<file path="src/rtl/alu_muldiv_seq.sv">
// Multi-cycle MULU/MULHU/DIVU/REMU sequencer that borrows the shared add/sub ALU, one step per cycle.
// Define MULDIV_SIGNED_EN to make op_signed select signed MUL/MULH/DIV/REM.
module alu_muldiv_seq #(
    parameter int N = 32
) (
    input  logic         clk,
    input  logic         reset,
    input  logic         start,
    input  logic [1:0]   op,
    input  logic         op_signed,
    input  logic [N-1:0] src_a,
    input  logic [N-1:0] src_b,
    output logic         alu_own,
    output logic [N-1:0] alu_a,
    output logic [N-1:0] alu_b,
    output logic [2:0]   alu_ctrl,
    input  logic [N-1:0] alu_sum,
    input  logic         alu_cout,
    output logic         busy,
    output logic         done,
    output logic [N-1:0] result
);
    localparam int CW = $clog2(N);

    typedef enum logic [1:0] {IDLE = 2'd0, RUN = 2'd1, DONE = 2'd2} state_t;
    state_t state, state_nx;

    // acc doubles as the divide remainder, mq as the dividend/quotient, opb as multiplicand/divisor
    logic [N-1:0]  acc, mq, opb, result_nx;
    logic [N-1:0]  acc_nx, mq_nx, opb_nx;
    logic [1:0]    op_r, op_nx;
    logic          neg_r, neg_nx;
    logic [CW-1:0] cnt, cnt_nx;
    logic          sgn_a, sgn_b;
    logic [N-1:0]  mag_a, mag_b, rem_s;
    logic          hi, is_div, last, div_zero;

    function automatic logic [N-1:0] negate(input logic [N-1:0] x);
        return ~x + {{(N-1){1'b0}}, 1'b1};
    endfunction

    // High word of a negated 2N-bit product: the +1 carries in only when the low word is zero
    function automatic logic [N-1:0] negate_hi(input logic [N-1:0] x, input logic lo_zero);
        return ~x + {{(N-1){1'b0}}, lo_zero};
    endfunction

`ifdef MULDIV_SIGNED_EN
    assign sgn_a = op_signed & src_a[N-1];
    assign sgn_b = op_signed & src_b[N-1];
`else
    logic unused_op_signed;
    assign unused_op_signed = op_signed;
    assign sgn_a = 1'b0;
    assign sgn_b = 1'b0;
`endif

    assign mag_a    = sgn_a ? negate(src_a) : src_a;
    assign mag_b    = sgn_b ? negate(src_b) : src_b;
    assign is_div   = op_r[1];
    assign hi       = acc[N-1];
    assign rem_s    = {acc[N-2:0], mq[N-1]};
    assign last     = (cnt == CW'(N - 1));
    assign div_zero = op[1] && (src_b == '0);

    always_ff @(posedge clk or posedge reset) begin
        if (reset) state <= IDLE;
        else       state <= state_nx;
    end

    always_comb begin
        state_nx = state;
        case (state)
            IDLE:    if (start) state_nx = div_zero ? DONE : RUN;
            RUN:     if (last)  state_nx = DONE;
            DONE:    state_nx = IDLE;
            default: state_nx = IDLE;
        endcase
    end

    always_comb begin
        alu_own  = 1'b0;
        alu_a    = '0;
        alu_b    = '0;
        alu_ctrl = 3'b000;
        busy     = (state != IDLE);
        done     = (state == DONE);
        if (state == RUN) begin
            alu_own = 1'b1;
            alu_b   = opb;
            if (is_div) begin
                alu_a    = rem_s;
                alu_ctrl = 3'b001;
            end else begin
                alu_a = acc;
            end
        end
    end

    always_comb begin
        acc_nx = acc;
        mq_nx  = mq;
        opb_nx = opb;
        op_nx  = op_r;
        neg_nx = neg_r;
        cnt_nx = cnt;
        case (state)
            IDLE: begin
                if (start) begin
                    op_nx  = op;
                    cnt_nx = '0;
                    acc_nx = '0;
                    if (div_zero) begin
                        // Quotient all ones, remainder is the raw dividend, no sign fix-up
                        acc_nx = src_a;
                        mq_nx  = '1;
                        opb_nx = '0;
                        neg_nx = 1'b0;
                    end else if (op[1]) begin
                        mq_nx  = mag_a;
                        opb_nx = mag_b;
                        neg_nx = op[0] ? sgn_a : (sgn_a ^ sgn_b);
                    end else begin
                        mq_nx  = mag_b;
                        opb_nx = mag_a;
                        neg_nx = sgn_a ^ sgn_b;
                    end
                end
            end
            RUN: begin
                cnt_nx = cnt + CW'(1);
                if (is_div) begin
                    // hi set means the shifted remainder already exceeds any N-bit divisor
                    if (hi | alu_cout) begin
                        acc_nx = alu_sum;
                        mq_nx  = {mq[N-2:0], 1'b1};
                    end else begin
                        acc_nx = rem_s;
                        mq_nx  = {mq[N-2:0], 1'b0};
                    end
                end else if (mq[0]) begin
                    acc_nx = {alu_cout, alu_sum[N-1:1]};
                    mq_nx  = {alu_sum[0], mq[N-1:1]};
                end else begin
                    acc_nx = {1'b0, acc[N-1:1]};
                    mq_nx  = {acc[0], mq[N-1:1]};
                end
            end
            default: ;
        endcase
    end

    always_comb begin
        case (op_nx)
            2'b00:   result_nx = neg_nx ? negate(mq_nx) : mq_nx;
            2'b01:   result_nx = neg_nx ? negate_hi(acc_nx, mq_nx == '0) : acc_nx;
            2'b10:   result_nx = neg_nx ? negate(mq_nx) : mq_nx;
            default: result_nx = neg_nx ? negate(acc_nx) : acc_nx;
        endcase
    end

    always_ff @(posedge clk or posedge reset) begin
        if (reset) begin
            acc    <= '0;
            mq     <= '0;
            opb    <= '0;
            op_r   <= '0;
            neg_r  <= 1'b0;
            cnt    <= '0;
            result <= '0;
        end else begin
            acc   <= acc_nx;
            mq    <= mq_nx;
            opb   <= opb_nx;
            op_r  <= op_nx;
            neg_r <= neg_nx;
            cnt   <= cnt_nx;
            if (state_nx == DONE) result <= result_nx;
        end
    end

endmodule

</file>
<file path="config.mk">
export PLATFORM = sky130hd
export DESIGN_NAME = alu_muldiv_seq
export DESIGN_NICKNAME = d
export VERILOG_FILES = /design/src/rtl/alu_muldiv_seq.sv
export SDC_FILE = /design/constraint.sdc
export NUM_CORES = 1
export LEC_CHECK = 0
export BUFFER_PORTS_ARGS = -buffer_cell sky130_fd_sc_hd__buf_4
export CELL_PAD_IN_SITES_DETAIL_PLACEMENT = 0
export CELL_PAD_IN_SITES_GLOBAL_PLACEMENT = 1
export CORE_AREA = 2 2 184 186
export CTS_CLUSTER_DIAMETER = 60
export DETAILED_ROUTE_END_ITERATION = 7
export DIE_AREA = 0 0 186 188
export PLACE_DENSITY_LB_ADDON = 0.3
export SLEW_MARGIN = 20
export SYNTH_ARGS = -nofsm -noshare
export SYNTH_HDL_FRONTEND = slang
export SYNTH_SLANG_ARGS = --single-unit
export TNS_END_PERCENT = 5
</file>
<file path="constraint.sdc">
create_clock -name clk -period 6.2 [get_ports clk]
set_input_delay 0.62 -clock clk [delete_from_list [all_inputs] [get_ports clk]]
set_output_delay 0.62 -clock clk [all_outputs]
set_load 0.03 [all_outputs]
</file>
Yosys cells after proc, flatten, opt, wreduce, memory -nomap -nowiden
Cells that the tools add are included.
- equal/unequal tests: 7
- bitwise gates (word level): 3
- reduce and logical (&&, ||, !) cells: 10
- muxes and demuxes: 35
- add/sub/neg operators: 4
- operators with widths (kind ; number):
    $mux W32 ; 18
    $pmux W32 S2 ; 3
    $add A32 B1 Y32 const B ; 2
    $logic_not A32 Y1 ; 2
    $not A32 Y32 ; 2
    $add A32 B1 Y32 ; 1
    $mux W2 ; 5
    $pmux W5 S2 ; 1
    $eq A2 B2 Y1 const B ; 3
    $mux W1 ; 6
    $add A5 B1 Y5 const B ; 1
    $eq A5 B5 Y1 const B ; 1
    $mux W5 ; 1
    $eq A2 B1 Y1 const B ; 2
    $logic_not A2 Y1 ; 2
    $pmux W2 S2 ; 1
    $reduce_and A2 Y1 ; 2
    $reduce_bool A2 Y1 ; 2
    $ne A2 B2 Y1 const B ; 1
    $reduce_or A2 Y1 ; 1
    $logic_and A1 B1 Y1 ; 1
    $or A1 B1 Y1 ; 1
- output and inout bits: 102
- register bits: 138

Depth between registers and ports, before layout
- depth after elaboration: 9
- depth in mapped cells: 22
- gate-level depth less buffers: 19

Least setup slack after synthesis
No wires, ideal clock.
- path type: input port to flip-flop
- start: input port op[1]
- end: register result[26]
- setup time: 0.094 ns
- data arrival time: 4.769 ns
- path slack: 1.337 ns
- stages: 20
- required time: 6.106 ns
- cell sequence: clkbuf_1 buf_2 buf_1 mux2_2 o221ai_1 nor2b_1 ha_1 nand4_1 nor3_1 nand3_1 nor3_1 ha_1 ha_1 nand2_1 and2_1 a21o_1 nor4b_1 a21oi_1 xnor2_1 a211oi_1
- longest elaborated chain between the ends: 8
- RTL lines (item ; line ; text):
    start, declared ; 9 ; input logic [1:0] op,
    $mux W32 or $logic_and A1 B1 Y1 (tied branches) ; 118, 63 ;
    $mux W32 ; 112 ; if (div_zero) begin
    $mux W32 ; 108 ; if (start) begin
    $pmux W32 S2 ; 106 ; case (state)
    $logic_not A32 Y1, or another cell as far along ; 155 ; 2'b01: result_nx = neg_nx ? negate_hi(acc_nx, mq_nx == '0) : acc_nx;
    $add A32 B1 Y32, on equally long branches ; 44, 39 ;
    $mux W32, on equally long branches ; -- ;
    $pmux W32 S2 ; 153 ; case (op_nx)
    end signal, assigned ; 177 ; if (state_nx == DONE) result <= result_nx;
    end, declared ; 21 ; output logic [N-1:0] result
Several ways; a longest one is shown, not always the timed one.
A chain may end at the register's enable or synchronous reset.

Final worst setup path
- start: register state[0]
- end: register result[26]
- longest elaborated chain between the ends: 6
- RTL lines (item ; line ; text):
    start, declared ; 26 ; state_t state, state_nx;
    start signal, assigned ; 67 ; else state <= state_nx;
    $eq A2 B1 Y1 or $logic_not A2 Y1 (tied branches) ; 106 ;
    $pmux W32 S2 (*) ; 106 ;
    via mq_nx[24] ; 30 ; logic [N-1:0] acc_nx, mq_nx, opb_nx;
    $logic_not A32 Y1 or $not A32 Y32 (tied branches) ; 155, 39 ;
    $add A32 B1 Y32, on equally long branches ; 44, 39 ;
    $mux W32, on equally long branches ; 155, 154, 156 ;
    $pmux W32 S2 (*) ; 153 ;
The timed path passes the listed nets; every way through them passes the cells marked *.

==> impl_metrics.py <==
metrics = {
    "status": {
        "status": "complete, no violations",
    },
    "setup_path": {
        "cp_data_arrival_time_ns": 6.02,
        "path_cells": "inv_1 > a21oi_1 > o21ai_0 > o21a_1 > inv_1 > or3_1 > or3_1 > or4_1 > nor3_1 > buf_4 > ha_1 > ha_1 > nand2_1 > and2_1 > a21o_1 > nor4b_1 > buf_4 > a21oi_1 > xnor2_1 > a211oi_1",
        "crit_type": "register to register",
        "cp_data_required_time_ns": 6.50,
        "critPathBufInv": 4,
        "r2r_setup_slack_ns": 0.48,
        "r2r_start": "state[0]",
        "endpoint_kind": "register",
        "crit_family": "simple AND/OR/NAND/NOR gates",
        "ff2ff_path_depth": 20,
        "cp-start-kind": "register",
        "cp_slowest_cell": "dfrtp_1",
        "slowest_delay_ns": 0.62,
        "crit_fanout": 11,
        "r2r-end": "result[26]",
    },
    "sta": {
        "post-route-period-util_pct": 92.3,
        "setup_violations": 0,
        "hold_violations": 0,
        "tns_ns": 0,
        "clock_skew_ns": 0.0175,
        "rsz0062_at_grt": "false",
        "worst_pin_slew_ns": 0.987,
        "slew-limit-headroom_pct": 33.3,
        "finalCriticalPeriod_ns": 5.72,
        "drv_slew": 0,
        "fmax_ghz": 0.175,
    },
    "global_route": {
        "grt_pass1_vias": 11400,
        "antenna_found_initial": 0,
        "grtUsageTotal_pct": 28.8,
        "grt_pass1_wl_mm": 75.1,
        "grt_max_degree": 76,
        "grt-ovfl-total": 0,
    },
    "floorplan": {
        "dieArea_um2": 35000,
        "die_w_um": 186,
        "core_area_um2": 33100,
        "io_pins": 205,
        "row_count": 67,
        "start_util_pct": 34.4,
        "die_y_um": 188,
    },
    "cells_and_area": {
        "drive_above_1_share_pct": 23.8,
        "final_common_cell": "buf_4",
        "ff_latch_area_um2": 3460,
        "diodes": 0,
        "areaGrowthSynthToFinish_pct": 24.2,
        "final_cell_mix": "269 x buf_4, 151 x nor2_1, 136 x dfrtp_1, 122 x mux2i_1, 114 x a21oi_1",
        "stdcell_count": 2029,
        "fillers": 3389,
        "nNetsFinal": 1678,
        "multi_input_area_um2": 7320,
    },
    "route": {
        "drtIter0Drc": 1295,
        "post-route-drc-count": 0,
        "drt-total-wl_mm": 50.5,
        "route.antenna.remaining_nets": 0,
        "wl_per_cell_um": 24.9,
        "drt-vias-per-instance": 5.97,
        "vias": 12100,
        "firstDrtPassIters": 6,
    },
    "pwr": {
        "peakVddDrop_v": 0.000315,
        "power.leakage_nw": 6.17,
        "power.density_nw_per_um2": 678,
        "finalPower_w": 0.00960,
    },
    "flow_run": {
        "maxCapViolCount": 0,
    },
    "synthesis": {
        "synth_edf_count": 0,
        "ys_types": 78,
        "synth_warnings": 0,
        "async_reset_ff_share_pct": 100,
        "syn_area_um2": 11400,
        "synth_area_per_cell_um2": 8.19,
        "synth_seq_area_share_pct": 30.3,
        "syn_inst": 1392,
        "synth-main-ff-cell": "dfrtp_1",
        "yosys_register_bits": 138,
    },
    "clock_tree": {
        "cts_tree": "done",
        "post-cts-setup-buffer-count": 0,
        "cts_resized": 0,
        "clock_sinks": 138,
        "clock_path_buffers": 2,
        "numCtsBuffers": 17,
        "clkLatencyLatePin_ns": 0.44,
        "htreeDepth": 4,
        "cts.clk_slew.worst_paths_ns": 0.06,
        "cts-root-buf": "clkbuf_16",
        "hold_buffers": 0,
    },
    "min_path": {
        "hold_class": "primary input to asynchronous set/reset pin",
    },
    "place": {
        "gp_congestion": 0.926,
        "dp_hpwl_mm": 38.2,
        "dp.cells": 1998,
        "numPortBuffers": 201,
    },
}
-- how the worst max path moves through the flow --
stage	from	end	slack, ns	cells past startpoint
2_1_floorplan	op[1]	result[26]	1.34	20
3_3_place_gp	op[1]	result[26]	0.52	21
3_5_place_dp	op[1]	result[26]	0.53	21
4_1_cts	state[1]	result[26]	0.61	21
5_1_grt	state[0]	result[26]	0.32	20
6_report	state[0]	result[26]	0.48	20
-- flip-flops by register name (all words and copies together), names as in the netlist --
| register | cells |
|---|---|
| result | 32 |
| neg_r | 1 |
| opb | 32 |
| op_r | 2 |
| acc | 32 |
| cnt | 5 |
| state | 2 |
| mq | 32 |
-- logic make-up after synthesis --
family / after synthesis / share of synthesized area (%)
simple gates: 438 / 18.9
xor+xnor: 37 / 2.84
mux: 160 / 14.5
buf+inv: 155 / 5.66
flops: 138 / 30.3
fa+ha+maj: 6 / 0.658
other cells: 1 / 0.0329
compound gates: 457 / 27.2
-- metrics by stage --
step           worst slack, ns  hold slack (ns)  instance area [µm²]  utilization, %
2_1_floorplan             1.34            0.449                11400               -
4_1_cts                  0.611            0.341                14200            42.8
6_report                 0.477            0.312                14200            42.8
3_5_place_dp             0.533            0.465                13600            41.0
3_3_place_gp             0.519            0.463                13600            41.0
5_1_grt                  0.319            0.368                14200            42.8
-- power breakdown --
group          switching (W)  internal, W  total [W]
sequential          0.000489      0.00134    0.00182
clock               0.000413     0.000673    0.00109
combinational        0.00431      0.00238    0.00669
total                0.00521      0.00439    0.00960
-- metal layers --
metal | up-vias | global-route usage [%] | routed length [µm]
met4 | 0 | 11.4 | 2050
met2 | 648 | 40.3 | 20700
met3 | 83 | 4.89 | 4080
li1 | 5536 | - | -
met1 | 5839 | 43.4 | 23700
met5 | - | 0 | 0
-- area by class of cell --
class / instances / area share (%)
inverters: 41 / 1.12
clock buffers: 24 / 3.47
flip-flops and latches: 138 / 24.4
repair buffers: 271 / 14.5
well taps: 448 / 3.96
multi-input cells: 1100 / 51.7
clock inverters: 7 / 0.804
-- cells in the mapped netlist, drive strengths merged, types with 6 or more instances --
library cell | count | share of area, %
o21ai | 77 | 3.4
xnor2 | 23 | 1.8
o31ai | 8 | 0.65
a21oi | 115 | 5.1
a211oi | 21 | 1.4
a221oi | 17 | 1.3
clkbuf | 55 | 1.8
mux2i | 123 | 11
ha | 6 | 0.66
nand2b | 8 | 0.44
a22o | 19 | 1.5
nor4b | 6 | 0.52
o221ai | 13 | 1.0
or2 | 10 | 0.55
nor4 | 15 | 1.1
xor2 | 14 | 1.1
a22oi | 19 | 1.3
a222oi | 11 | 0.97
inv | 37 | 1.2
mux2 | 37 | 3.7
o21a | 27 | 1.8
a211o | 19 | 1.5
nand3 | 21 | 0.92
a31oi | 25 | 1.4
and3 | 8 | 0.44
a21o | 6 | 0.40
nor2 | 152 | 5.0
nand4 | 10 | 0.55
buf | 59 | 2.5
and2 | 45 | 2.5
o22ai | 20 | 1.1
nor2b | 16 | 0.88
nor3 | 22 | 0.97
or3 | 9 | 0.49
dfrtp | 138 | 30
o211ai | 12 | 0.79
nand2 | 99 | 3.3
Power figures use the tool's default switching activity.
